[src/rtl/ccu_snoop_sequencer.sv]
// ccu_snoop_sequencer
// Serialises coherency snoops: grants one per-core request (round-robin),
// broadcasts it on the AC channel to every other core, collects their CR
// responses and returns one aggregated response.
//
// Ports:
//   clk_i, rst_ni                  clock, synchronous active-low reset
//   req_valid_i/ready_o/addr_i/snoop_i  per-core snoop requests
//   ac_valid_o/ready_i, ac_addr_o/snoop_o   AC broadcast (shared addr/type)
//   cr_valid_i/ready_o/resp_i      per-core CR responses
//   rsp_valid_o/ready_i, rsp_initiator_o/resp_o/src_o   aggregated response
//   busy_o                         transaction in flight
module ccu_snoop_sequencer #(
  parameter int unsigned NbCores   = 2,
  parameter int unsigned AddrWidth = 64,
  parameter int unsigned IdxWidth  = $clog2(NbCores)
) (
  input  logic                              clk_i,
  input  logic                              rst_ni,
  input  logic [NbCores-1:0]                req_valid_i,
  output logic [NbCores-1:0]                req_ready_o,
  input  logic [NbCores-1:0][AddrWidth-1:0] req_addr_i,
  input  logic [NbCores-1:0][3:0]           req_snoop_i,
  output logic [NbCores-1:0]                ac_valid_o,
  input  logic [NbCores-1:0]                ac_ready_i,
  output logic [AddrWidth-1:0]              ac_addr_o,
  output logic [3:0]                        ac_snoop_o,
  input  logic [NbCores-1:0]                cr_valid_i,
  output logic [NbCores-1:0]                cr_ready_o,
  input  logic [NbCores-1:0][4:0]           cr_resp_i,
  output logic                              rsp_valid_o,
  input  logic                              rsp_ready_i,
  output logic [IdxWidth-1:0]               rsp_initiator_o,
  output logic [4:0]                        rsp_resp_o,
  output logic [IdxWidth-1:0]               rsp_src_o,
  output logic                              busy_o
);

  typedef enum logic [1:0] {StIdle, StSnoop, StResp} state_e;

  state_e                 state_q, state_d;
  logic [IdxWidth-1:0]    ptr_q, ptr_d;
  logic [IdxWidth-1:0]    init_q, init_d;
  logic [AddrWidth-1:0]   addr_q, addr_d;
  logic [3:0]             snoop_q, snoop_d;
  logic [NbCores-1:0]     ac_pend_q, ac_pend_d;
  logic [NbCores-1:0]     cr_done_q, cr_done_d;
  logic [4:0]             acc_q, acc_d;
  logic [IdxWidth-1:0]    src_q, src_d;
  logic                   src_vld_q, src_vld_d;

  logic                   win_found;
  logic [IdxWidth-1:0]    win_idx;
  logic [NbCores-1:0]     init_mask;

  // Index k steps after p, wrapping at NbCores.
  function automatic logic [IdxWidth-1:0] rr_idx(input logic [IdxWidth-1:0] p, input int k);
    return IdxWidth'((int'(p) + k) % int'(NbCores));
  endfunction

  // All cores except idx.
  function automatic logic [NbCores-1:0] others_mask(input logic [IdxWidth-1:0] idx);
    logic [NbCores-1:0] m;
    for (int i = 0; i < NbCores; i++) m[i] = (IdxWidth'(i) != idx);
    return m;
  endfunction

  // Round-robin search starting at the priority pointer.
  always_comb begin
    win_found = 1'b0;
    win_idx   = '0;
    for (int k = 0; k < NbCores; k++) begin
      if (!win_found && req_valid_i[rr_idx(ptr_q, k)]) begin
        win_found = 1'b1;
        win_idx   = rr_idx(ptr_q, k);
      end
    end
  end

  always_comb begin
    init_mask = others_mask(init_q);
    for (int i = 0; i < NbCores; i++) begin
      // Gated by reset so no request is accepted and then discarded.
      req_ready_o[i] = rst_ni && (state_q == StIdle) && win_found && (win_idx == IdxWidth'(i));
    end
    // Registered ac_pend: a CR is never taken in the cycle of its own AC handshake.
    cr_ready_o = (state_q == StSnoop) ? (~ac_pend_q & ~cr_done_q & init_mask) : '0;
  end

  assign ac_valid_o      = ac_pend_q;
  assign ac_addr_o       = addr_q;
  assign ac_snoop_o      = snoop_q;
  assign rsp_valid_o     = (state_q == StResp);
  assign rsp_initiator_o = init_q;
  assign rsp_resp_o      = acc_q;
  assign rsp_src_o       = src_q;
  assign busy_o          = (state_q != StIdle);

  always_comb begin
    state_d   = state_q;
    ptr_d     = ptr_q;
    init_d    = init_q;
    addr_d    = addr_q;
    snoop_d   = snoop_q;
    ac_pend_d = ac_pend_q;
    cr_done_d = cr_done_q;
    acc_d     = acc_q;
    src_d     = src_q;
    src_vld_d = src_vld_q;
    unique case (state_q)
      StIdle: begin
        if (win_found) begin
          init_d    = win_idx;
          addr_d    = req_addr_i[win_idx];
          snoop_d   = req_snoop_i[win_idx];
          ac_pend_d = others_mask(win_idx);
          cr_done_d = '0;
          acc_d     = '0;
          src_d     = '0;
          src_vld_d = 1'b0;
          ptr_d     = (win_idx == IdxWidth'(NbCores - 1)) ? '0 : win_idx + IdxWidth'(1);
          state_d   = StSnoop;
        end
      end
      StSnoop: begin
        for (int i = 0; i < NbCores; i++) begin
          if (ac_pend_q[i] && ac_ready_i[i]) ac_pend_d[i] = 1'b0;
          if (cr_ready_o[i] && cr_valid_i[i]) begin
            cr_done_d[i] = 1'b1;
            acc_d        = acc_d | cr_resp_i[i];
            // Ascending scan keeps the lowest-index data source.
            if (cr_resp_i[i][0] && (!src_vld_d || IdxWidth'(i) < src_d)) begin
              src_d     = IdxWidth'(i);
              src_vld_d = 1'b1;
            end
          end
        end
        // Look at next-state so the last CR moves us to RESP on the same edge.
        if (ac_pend_d == '0 && cr_done_d == init_mask) state_d = StResp;
      end
      StResp: begin
        if (rsp_ready_i) state_d = StIdle;
      end
      default: state_d = StIdle;
    endcase
  end

  always_ff @(posedge clk_i) begin
    if (!rst_ni) begin
      state_q   <= StIdle;
      ptr_q     <= '0;
      init_q    <= '0;
      addr_q    <= '0;
      snoop_q   <= '0;
      ac_pend_q <= '0;
      cr_done_q <= '0;
      acc_q     <= '0;
      src_q     <= '0;
      src_vld_q <= 1'b0;
    end else begin
      state_q   <= state_d;
      ptr_q     <= ptr_d;
      init_q    <= init_d;
      addr_q    <= addr_d;
      snoop_q   <= snoop_d;
      ac_pend_q <= ac_pend_d;
      cr_done_q <= cr_done_d;
      acc_q     <= acc_d;
      src_q     <= src_d;
      src_vld_q <= src_vld_d;
    end
  end

endmodule

[config.mk]
export PLATFORM = sky130hd
export DESIGN_NAME = ccu_snoop_sequencer
export DESIGN_NICKNAME = d
export VERILOG_FILES = /design/src/rtl/ccu_snoop_sequencer.sv
export SDC_FILE = /design/constraint.sdc
export NUM_CORES = 1
export LEC_CHECK = 0
export ABC_AREA = 1
export BUFFER_PORTS_ARGS = -buffer_cell sky130_fd_sc_hd__buf_2
export CELL_PAD_IN_SITES_DETAIL_PLACEMENT = 0
export CELL_PAD_IN_SITES_GLOBAL_PLACEMENT = 1
export CORE_MARGIN = 10
export CORE_UTILIZATION = 27
export DETAILED_ROUTE_END_ITERATION = 16
export PLACE_DENSITY_LB_ADDON = 0.1
export SYNTH_ARGS = -nofsm -noshare
export SYNTH_HDL_FRONTEND = slang
export SYNTH_SLANG_ARGS = --single-unit
[constraint.sdc]
create_clock -name clk_i -period 1.5 [get_ports clk_i]
set_input_delay 0.075 -clock clk_i [delete_from_list [all_inputs] [get_ports clk_i]]
set_output_delay 0.075 -clock clk_i [all_outputs]
set_load 0.005 [all_outputs]
# --- After elaboration in Yosys (flattened, before gate mapping) ---
# Index checks and enable logic that the tools add are counted.
word_totals:
  reg_bits: 83
  wordCells: 103
  inputBits: 155
op_classes:
  n_bitwise: 8
  n_reduce_logical: 24
  n_mux: 48
  magnitude_cmp: 5
  eq_ne: 6
  add_sub_neg: 2
op_table:
  columns: ["operator", "count"]
  rows:
  - ["$mux W64", 2]
  - ["$mux W1", 28]
  - ["$mux W5", 4]
  - ["$logic_and A1 B1 Y1", 12]
  - ["$mux W2", 6]
  - ["$or A5 B5 Y5", 2]
  - ["$pmux W5 S2", 1]
  - ["$mux W4", 2]
  - ["$pmux W2 S2", 2]
  - ["$lt A1 B2 Y1 const B", 3]
  - ["$pmux W2 S3", 1]
  - ["$and A2 B2 Y2", 2]
  - ["$logic_not A2 Y1", 2]
  - ["$ne A2 B1 Y1 const B", 2]
  - ["$not A2 Y2", 2]
  - ["$pmux W1 S2", 2]
  - ["$reduce_and A2 Y1", 2]
  - ["$reduce_bool A2 Y1", 2]
  - ["$logic_not A1 Y1", 3]
  - ["$reduce_and A3 Y1", 1]
  - ["$add A1 B1 Y1 const B", 2]
  - ["$eq A2 B1 Y1 const B", 1]
  - ["$eq A2 B2 Y1", 1]
  - ["$eq A2 B2 Y1 const B", 1]
  - ["4 further kinds", 7]

# --- Longest topological paths before layout ---
# Gate-level depths: netlist of run 1.
logic_depth:
  ltp_word: 13
  depth_mapped: 9

# --- Worst setup path before layout of run 1 ---
# Ideal clock, no wire load.
synth_path:
  kind: "reg2reg"
  from: "register state_q[1]"
  to: "register src_q, in the netlist rsp_src_o"
  setup_slack_ps: 245
  setup_ps: 118
  path_stages_with_launch: 7
  t_required_ps: 1382
  t_arrival_ps: 1137
  period_less_slack_ps: 1255
  path_buffers: 0
  path_cell_list: "dfxtp_1 -> inv_1 -> nand3_1 -> nor2_1 -> nand3_1 -> a22oi_1 -> nor2_1"
synth_via:
  elab_chain_len: 11
  word_cells_on_any_way: 19
  classes_between: "order compare: 1; eq/ne: 2; mux: 8; reduce/logical: 8"
synth_lines:
  columns: ["item", "line", "source"]
  rows:
  - ["from (decl)", "41", "state_e state_q, state_d;"]
  - ["from (signal assigned)", "150", "state_q <= StIdle;"]
  - ["from (signal assigned)", "161", "state_q <= state_d;"]
  - ["$eq A2 B1 Y1 *", "87", "cr_ready_o = (state_q == StSnoop) ? (~ac_pend_q & ~cr_done_q & init_mask) : '0;"]
  - ["$mux W2 *", "87", null]
  - ["named net cr_ready_o[0]", "29", "output logic [NbCores-1:0] cr_ready_o,"]
  - ["$logic_and A1 B1 Y1 *", "128", "if (cr_ready_o[i] && cr_valid_i[i]) begin"]
  - ["$mux W1", "128", null]
  - ["$mux W1", "110", "unique case (state_q)"]
  - ["$lt A1 B1 Y1 / $logic_not A1 Y1 (equally long branches)", "132", "if (cr_resp_i[i][0] && (!src_vld_d || IdxWidth'(i) < src_d)) begin"]
  - ["$logic_or A1 B1 Y1", "132", null]
  - ["$logic_and A1 B1 Y1", "132", null]
  - ["$mux W1", "132", null]
  - ["$mux W1 *", "128", null]
  - ["$pmux W1 S2 *", "110", null]
  - ["to (signal assigned)", "169", "src_q <= src_d;"]
  - ["to (decl)", "49", "logic [IdxWidth-1:0] src_q, src_d;"]
# Mark *: on every way through the listed nets, which the timed path passes. The rest lies on a longest branch. The select of a mux whose other input is x is not followed.
# A chain may end at the register's enable or synchronous reset.

# --- Final worst setup path of run 1 ---
layout_path:
  from: "register state_q[1]"
  to: "output port req_ready_o[0]"
layout_via:
  elab_chain_len: 4
layout_lines:
  columns: ["item", "line", "source"]
  rows:
  - ["$logic_not A2 Y1", "84", "req_ready_o[i] = rst_ni && (state_q == StIdle) && win_found && (win_idx == IdxWidth'(i));"]
  - ["$logic_and A1 B1 Y1 (3 in series)", "84", null]
  - ["to (decl)", "21", "output logic [NbCores-1:0] req_ready_o,"]
# Every way passes these cells.

==> results by group, run 1 <==
Run status
  • Outcome: finished clean

Die
  • Starting Density: between 20% and 30%
  • Boundary pin count: roughly 240
  • Die Height: roughly 130 um
  • Die Footprint: 0.0180 sq mm
  • Rows: 41
  • Die span in x: 134 um
  • Core box area: ~0.013 sq mm

Critical path
  • Worst r2r path cells: 7
  • Setup crit end kind: primary output
  • Worst Path Required: roughly 1400 ps
  • Max incr delay on CP: 370 ps
  • R2R Setup Slk: 80 ps
  • Cell breakdown of the critical path: nor2_4, o21ai_4, inv_2, nand2_4, nor2_4, buf_12, buf_6
  • Worst-path fanout max: 4
  • R2R Path End: ac_snoop_o[1]
  • Reg2reg start: state_q[1]
  • Slowest library cell on the worst path: dfxtp_4
  • Crit path top cell by count: nor2_4
  • Worst path arrival time: ~1400 ps
  • Crit path kind: reg2out
  • Crit start category: register

Power and ir drop
  • Worst vdd ir: approximately 0.63 mV
  • Leakage: 3.44 nW
  • Power Total: between 7 and 8 mW
  • PD cells: 1170 mW/mm^2

Routing
  • Via count: around 5000
  • Residual DRC: 0
  • Remaining antenna violation count after routing: 0
  • Drt first-iter violations: 241
  • Drt wl/cell: roughly 16 um
  • First drt pass iteration count: 4
  • Detailed Route WL: about 17000 um
  • Vias per Instance: about 4.6

Placed design
  • DP Cell Count: slightly below 900
  • Pre-CTS WS: around 75 ps
  • PortBufs: roughly 240
  • DP HPWL: 11200 um
  • Placed inst area: 0.00491 sq mm
  • GPL Wtd Cong: 0.780

STA
  • Final setup margin: 49.9 ps
  • Final Max Slew Viols: 0
  • Final hold viol count: 0
  • Worst-margin pin slew: approximately 380 ps
  • Fmax: around 690 MHz
  • Tmin final: 1450 ps
  • Fin crit share: between 90% and 100%
  • Final hold slack: 85.8 ps
  • Setup violations, final: 0
  • RSZ-0062 raised after global routing: true
  • Worst Clk Skew: between 9 and 10 ps
  • Max transition margin: between 70% and 80%

Yosys
  • Top cells by count, synth: nand2_1, nand3_1, dfxtp_1
  • Post-synthesis sequential area ratio: between 40% and 50%
  • Mapped cell area: 0.00351 sq mm
  • Cell taking the most area after synthesis: dfxtp_1
  • Syn_area_per_cell: roughly 7.1 sq um
  • Synth top area share: 47.3%
  • Yosys Warn Count: 0
  • Ys flop type: dfxtp_1
  • Synthesized flop and latch total: 83
  • Cell count after synthesis: 492
  • Async S/R FF share, synth: 0%
  • Count leader, synth: nand2_1
  • Syn nets: 647
  • Unique masters post-synth: 25
  • Top cells by area, synth: dfxtp_1, nand3_1, nand2_1, buf_2, inv_1
  • EDFF count, synth: 0

Clocking
  • Reg clk slew, reported paths: 60 ps
  • Later-pin clock latency in the skew report: 340 ps
  • Htree depth: 3
  • Clock Path Buffers: 2
  • CTS root buf: clkbuf_16
  • CTS Buf Count: 9
  • Sink Count: 83
  • TritonCTS clock tree: done

Global routing
  • Initial antenna violation count: 2
  • Vias in the first global route: 5192
  • All-Layer GR Usage: a little under a fifth
  • Global route overflow: 0
  • Largest net degree at the start of global routing: a little under 80
  • First-pass GRT wire length: roughly 27000 um

Final layout
  • Fillcell total: between 1000 and 1500
  • Area Growth Syn to Fin: 94.3%
  • Design Area, Final: roughly 0.0068 sq mm
  • Nets: between 1000 and 1500
  • Layout cell share with drive strength beyond 1: ~34%
  • Non-Filler Instances: between 1000 and 1500

Run
  • Max Cap Viol: 0

Hold path
  • Worst hold stages: 3
  • Path type of the worst min-delay path: in2reg
  • Worst hold path endpoint: ac_valid_o[0]
  • HP Start: ac_ready_i[0]
power breakdown:
group          total (mW)  internal (mW)  switching [mW]
combinational        2.66           1.28            1.38
sequential           2.90           2.65           0.241
clock                2.44           1.54           0.896
kinds of logic (layout without fill, tap and decap cells):
logic type / count (synthesis) / count (layout) / share of synthesized area (%)
and+or+nand+nor: 336 / 336 / 42.4
DFF: 83 / 83 / 47.3
buffers and inverters: 54 / 438 / 6.99
AOI/OAI and AO/OA: 19 / 19 / 3.24
other: 0 / 2 / 0
metrics by stage:
step           TNS (ps)  util, %
2_1_floorplan         0        -
3_3_place_gp          0     38.8
3_5_place_dp          0     38.8
4_1_cts           -11.7     53.5
5_1_grt           -56.7     53.8
6_report              0     53.8
how the worst max path moves through the flow:
stage	slack, ps	startpoint	depth (start not counted)	to
after floorplan	240	state_q[1]	6	rsp_src_o
after global placement	130	state_q[0]	8	ac_addr_o[51]
after detailed placement	80	state_q[0]	7	cr_done_q[1]
after CTS	-10	state_q[1]	5	req_ready_o[1]
after global routing	-20	state_q[1]	7	req_ready_o[0]
final	50	state_q[1]	7	req_ready_o[0]
cells in the final DEF (no fill, tap or decap), drive strengths merged:
cell	synthesis	layout
inv	23	23
nand2	168	168
bufinv	0	2
buf	22	261
nand3b	1	1
nor2	14	14
bufbuf	0	1
clkbuf	9	12
dfxtp	83	83
a31oi	2	2
a22oi	2	2
o21ai	10	10
o22ai	1	1
a21oi	2	2
clkinv	0	3
diode	0	2
dlygate4sd3	0	136
o21bai	1	1
nand3	150	150
o221ai	1	1
nand4	1	1
nor3	2	2
worst max-delay path: cells and delay by family, from the launching register on:
family          cells  cell delay [ps]
buf+inv             3              260
flops               1              370
compound gates      1               80
simple gates        3              310
timing repair:
item,4_1_cts,5_1_grt
cloned,2,1
resized for setup,8,6
buffers inserted,10,0
endpoints found under the hold margin,68,0
endpoints found under the setup margin,3,74
hold buffers,136,0
pin swaps,5,3
metal layers:
metal / GRT usage [%] / vias to the layer above / wire (um)
met5: 0 / - / 0
met4: 10.2 / 0 / 720
met3: 6.05 / 47 / 1420
met2: 30.8 / 212 / 8170
met1: 20.1 / 2240 / 6870
li1: - / 2379 / -
state kept, by name, summed over array words and instances, names as in the netlist:
name             count
ac_addr_o           64
ac_snoop_o           4
ac_valid_o           2
cr_done_q            2
ptr_q                1
rsp_initiator_o      1
rsp_resp_o           5
rsp_src_o            1
src_vld_q            1
state_q              2
area by class of cell:
type | count | area (sq um) | area share, %
diodes | 2 | 5.00 | 0.0734
clock buffers | 11 | 253 | 3.71
clock inverters | 5 | 75.1 | 1.10
inverters | 23 | 86.3 | 1.27
multi-input cells | 355 | 1640 | 24.0
flip-flops and latches | 83 | 1670 | 24.4
well taps | 172 | 215 | 3.16
repair buffers | 399 | 2880 | 42.2
No activity file was read; power rests on OpenSTA's default activity.
==> inputs of run 2 (changes only) <==
Settings changed: CORE_MARGIN 10 to 4.
==> results by group, run 2 (synthesis gave the netlist of run 1 again) <==
Hold path
  • Path type of the worst min-delay path: in2reg

Die
  • Core box area: around 0.013 sq mm
  • Die Footprint: ~0.015 sq mm
  • Starting Density: 27.7%
  • Rows: 41
  • Die Height: ~120 um
  • Boundary pin count: 238
  • Die span in x: roughly 120 um

Critical path
  • Worst path arrival time: ~1400 ps
  • Worst Path Required: approximately 1400 ps
  • Max incr delay on CP: roughly 350 ps
  • Worst r2r path cells: 9
  • Reg2reg start: state_q[0]
  • Crit start category: register
  • Crit path launch: state_q[0]
  • CP Capture Point: req_ready_o[0]
  • Worst-path fanout max: 3
  • Slowest library cell on the worst path: dfxtp_4
  • Cell breakdown of the critical path: nor2_4, o21ai_4, inv_2, nand2_4, nor2_4, buf_12, buf_6
  • R2R Path End: ac_addr_o[51]
  • R2R Setup Slk: around 70 ps
  • Crit path top cell by count: nor2_4
  • Crit path kind: reg2out
  • Setup crit end kind: primary output

Final layout
  • Number of flip-flops in the largest register: 64
  • Most frequent cells in the layout: buf_2, nand2_1, nand3_1
  • Fillcell total: about 1300
  • Final Core Density: between 50% and 60%
  • Non-Filler Instances: roughly 1000
  • Nets: between 1000 and 1500
  • Multi-input combinational cell area: between 0.0015 and 0.002 sq mm
  • Area Growth Syn to Fin: 93.8%
  • Commonest non-fill, non-tap cell in the layout: buf_2
  • Sequential standard cell area: 0.00167 sq mm
  • Layout cell share with drive strength beyond 1: between 30% and 40%

Clocking
  • Htree depth: 3
  • Clock Path Buffers: 2
  • CTS Buf Count: 9
  • CTS root buf: clkbuf_16
  • Later-pin clock latency in the skew report: roughly 330 ps
  • Sink Count: 83
  • TritonCTS clock tree: done
  • Reg clk slew, reported paths: about 60 ps

STA
  • Tmin final: 1460 ps
  • Fin crit share: slightly below 100%
  • Fmax: about 680 MHz
  • RSZ-0062 raised after global routing: true
  • Worst Clk Skew: between 6 and 7 ps
  • Final hold viol count: 0
  • Final hold slack: 56.1 ps
  • Setup TNS: 0 ps
  • Worst-margin pin slew: between 300 and 400 ps
  • Final Max Slew Viols: 0
  • Max transition margin: ~75%
  • Setup violations, final: 0

Global routing
  • Largest net degree at the start of global routing: between 70 and 80
  • Global route overflow: 0
  • Vias in the first global route: about 5000
  • First-pass GRT wire length: 24500 um
  • Initial antenna violation count: 1
  • All-Layer GR Usage: a little over a fifth

Routing
  • Detailed Route WL: 16000 um
  • Remaining antenna violation count after routing: 0
  • Residual DRC: 0
  • Via count: roughly 4900
  • Drt first-iter violations: ~230
  • Drt wl/cell: approximately 15 um
  • Vias per Instance: between 4 and 5
  • First drt pass iteration count: 4

Placed design
  • DP Cell Count: around 900
  • PortBufs: roughly 240
  • GPL Wtd Cong: between 0.8 and 0.9
  • DP HPWL: a little under 10000 um

Run
  • Max Cap Viol: 0

Run status
  • Outcome: finished clean

Power and ir drop
  • Worst vdd ir: approximately 0.65 mV
  • Power Total: about 7.7 mW
  • Leakage: roughly 3.4 nW
  • PD cells: roughly 1100 mW/mm^2
[run 2: cell types whose count changed in the layout (fill, tap and decap cells not counted), moves of 2 or more]
cell and delta:
buf_4 -4, bufinv_16 -2, clkbuf_1 +2, clkbuf_8 +2, clkinv_2 -2
[run 2: cell type report]
type	instances	area share, %
sequential	83	24.5
clock inverter	1	0.0736
tap	172	3.16
antenna	1	0.0368
timing repair buffer	397	42.6
clock buffer	15	4.23
multi-input combinational	355	24.2
inverter	23	1.27
[run 2: repair_timing]
action / CTS / global route
hold buffers: 136 / 0
cloned: 2 / 3
pin swaps: 3 / 4
setup buffers: 7 / 2
resized for setup: 5 / 8
hold endpoints to repair: 68 / 0
setup endpoints to repair: 5 / 63
[run 2: stage by stage]
| step | setup slack (ps) | cell area, sq um |
|---|---|---|
| CTS | -35.5 | 6690 |
| global route | -34.6 | 6800 |
| floorplan | 245 | 3510 |
| global placement | 12.4 | 4900 |
| finish | 36.6 | 6800 |
| detailed placement | 11.6 | 4900 |
[run 2: worst max-delay path, delay by kind of cell (launching register included)]
| kind | cells | cell delay (ps) |
|---|---|---|
| AO/OA/AOI/OAI | 1 | 80 |
| buffers and inverters | 3 | 270 |
| flip-flops | 1 | 350 |
| AND/OR/NAND/NOR | 3 | 350 |
[run 2: report_power, final]
part	internal (mW)	total, mW	leakage (nW)	switching [mW]
registers	2.66	2.90	0.685	0.243
logic	1.29	2.63	2.59	1.35
clock network	1.30	2.20	0.146	0.896
[run 2: per-layer routing]
layer	vias up	track usage, %	wire, um
li1	2376	-	-
met1	2227	23.1	6130
met2	207	36.7	8130
met4	0	10.7	629
met3	43	5.20	1120
met5	-	0	0
[run 2: worst min path at each step]
stage	from	endpoint	slack, ps	cells past startpoint
after floorplan	req_addr_i[0]	ac_addr_o[0]	190	2
after global placement	req_snoop_i[1]	ac_snoop_o[1]	270	3
after detailed placement	req_addr_i[11]	ac_addr_o[11]	280	3
after CTS	ac_ready_i[0]	ac_valid_o[0]	40	3
after global routing	ac_ready_i[0]	ac_valid_o[0]	90	3
final	ac_ready_i[0]	ac_valid_o[0]	60	3
==> inputs of run 3 (changes only) <==
Settings changed: PLACE_DENSITY set to 0.89, PLACE_DENSITY_LB_ADDON 0.1 to not set.
==> results by group, run 3 (synthesis gave the netlist of run 1 again) <==
Final layout
  • Commonest non-fill, non-tap cell in the layout: buf_2
  • Number of flip-flops in the largest register: 64
  • Area Growth Syn to Fin: 93.8%
  • Final Core Density: 53.7%
  • Non-Filler Instances: between 1000 and 1500
  • Nets: approximately 1000
  • Most frequent cells in the layout: buf_2, nand2_1, nand3_1
  • Layout cell share with drive strength beyond 1: 33.3%
  • Fillcell total: between 1000 and 1500

STA
  • Worst Clk Skew: ~10 ps
  • Final hold viol count: 0
  • Tmin final: approximately 1500 ps
  • Max transition margin: 62.8%
  • Fmax: 688 MHz
  • Fin crit share: 96.8%
  • Final Max Slew Viols: 0
  • RSZ-0062 raised after global routing: true
  • Setup TNS: 0 ps
  • Worst-margin pin slew: 559 ps
  • Setup violations, final: 0

Critical path
  • CP Buf/Inv Count: 3
  • Crit-path leading delay family: flip-flops
  • Crit start category: register
  • Worst-path fanout max: 4
  • Worst path arrival time: between 1000 and 1500 ps
  • Worst Path Required: 1420 ps
  • Crit path kind: reg2out
  • Crit path top cell by count: nor2_4
  • Slowest library cell on the worst path: dfxtp_4
  • Cell breakdown of the critical path: nor2_4, o21ai_4, inv_2, nand2_4, nor2_4, buf_12, buf_6
  • Max incr delay on CP: between 300 and 400 ps
  • Setup crit end kind: primary output

Power and ir drop
  • Pint: 5.47 mW
  • Power Total: 7.94 mW
  • NetSw: approximately 2.5 mW
  • Comb power frac: about a third
  • PD cells: roughly 1200 mW/mm^2
  • Worst vdd ir: approximately 0.51 mV
  • Switch share: 31.1%
  • Clock share of power: between 30 and 40%
  • Leakage: ~3.4 nW
  • Flop pwr share: 36.6%

Routing
  • Via count: roughly 5000
  • Residual DRC: 0
  • Remaining antenna violation count after routing: 0
  • Drt wl/cell: between 10 and 15 um
  • First drt pass iteration count: 5
  • Detailed Route WL: 15600 um
  • Drt first-iter violations: approximately 280
  • Vias per Instance: about 4.8

Placed design
  • DP Cell Count: slightly below 900
  • DP HPWL: about 9000 um
  • GPL Wtd Cong: 0.796
  • PortBufs: ~240

Clocking
  • TritonCTS clock tree: done
  • Later-pin clock latency in the skew report: approximately 330 ps
  • Htree depth: 3
  • CTS root buf: clkbuf_16
  • Reg clk slew, reported paths: approximately 60 ps
  • Clock Path Buffers: 2
  • Sink Count: slightly above 80
  • CTS Buf Count: 9

Die
  • Die span in x: about 120 um
  • Rows: 41
  • Starting Density: about 28%
  • Die Footprint: around 0.015 sq mm
  • Die Height: 122 um
  • Core box area: ~0.013 sq mm
  • Boundary pin count: 238

Global routing
  • Largest net degree at the start of global routing: a little over 50
  • Initial antenna violation count: 1
  • First-pass GRT wire length: ~24000 um
  • Vias in the first global route: 4991
  • Global route overflow: 0
  • All-Layer GR Usage: 20.1%

Run status
  • Outcome: finished clean

Hold path
  • Path type of the worst min-delay path: in2reg

Run
  • Max Cap Viol: 0
## run 3: changes by cell type in the layout (fill, tap and decap cells not counted)
cell	change
clkbuf_1	-1
buf_16	-1
diode_2	+2
nor2_1	-1
clkinvlp_4	+1
nand3_1	-1
buf_6	-1
bufinv_16	+2
nor2_2	+1
clkbuf_8	-2
buf_4	+2
nand3_2	+1
clkbuf_16	-1
## run 3: worst paths after layout
path / endpoint / startpoint / cells after the start / slack (ps)
setup / recovery: req_ready_o[0] / state_q[1] / 7 / 50
hold / removal: cr_done_q[1] / rst_ni / 3 / 100
setup reg to reg: ac_addr_o[40] / state_q[1] / 7 / 70
hold reg to reg: rsp_resp_o[2] / rsp_resp_o[2] / 2 / 470
## run 3: tightest hold or removal path: stages
cell and delay (ps):
buf_2 110, inv_2 100, nor2_1 110
## run 3: power by group through the flow
stage          clock (mW)  combinational (mW)  sequential [mW]
5_1_grt              2.58                2.85             2.96
6_report             2.43                2.60             2.91
3_3_place_gp            0                2.01             2.93
2_1_floorplan           0               0.997             2.96
4_1_cts              2.48                2.46             2.90
3_5_place_dp            0                2.01             2.94
## run 3: routing by layer
layer  vias up  GRT usage [%]  share of wire (%)
met2       290           34.2                 48
met5         -              0                  0
met4         0           9.80                4.0
met3        52           6.73                9.5
met1      2300           22.7                 39
li1       2369              -                  -
## run 3: final cells by class
| cell class | count | area [sq um] | area share (%) |
|---|---|---|---|
| antenna | 3 | 7.51 | 0.110 |
| timing repair buffer | 396 | 2850 | 41.9 |
| inverter | 23 | 86.3 | 1.27 |
| clock inverter | 4 | 72.6 | 1.07 |
| sequential | 83 | 1670 | 24.5 |
| multi-input combinational | 355 | 1650 | 24.3 |
| clock buffer | 12 | 256 | 3.77 |
| tap | 172 | 215 | 3.16 |
## run 3: metrics by stage
| stage | worst slack, ps | area, sq um | hold slack [ps] |
|---|---|---|---|
| after global placement | 124 | 4880 | 273 |
| after global routing | -33.8 | 6800 | 92.4 |
| after CTS | -0.135 | 6720 | 77.4 |
| after detailed placement | 87.3 | 4880 | 278 |
| final | 47.4 | 6800 | 101 |
| after floorplan | 245 | 3510 | 188 |
## run 3: timing repair
item | CTS | global route
hold buffers | 136 | 0
endpoints found under the setup margin | 3 | 71
setup buffers | 7 | 4
endpoints found under the hold margin | 68 | 0
pin swaps | 3 | 4
gates resized for setup | 8 | 6
gates cloned | 2 | 1
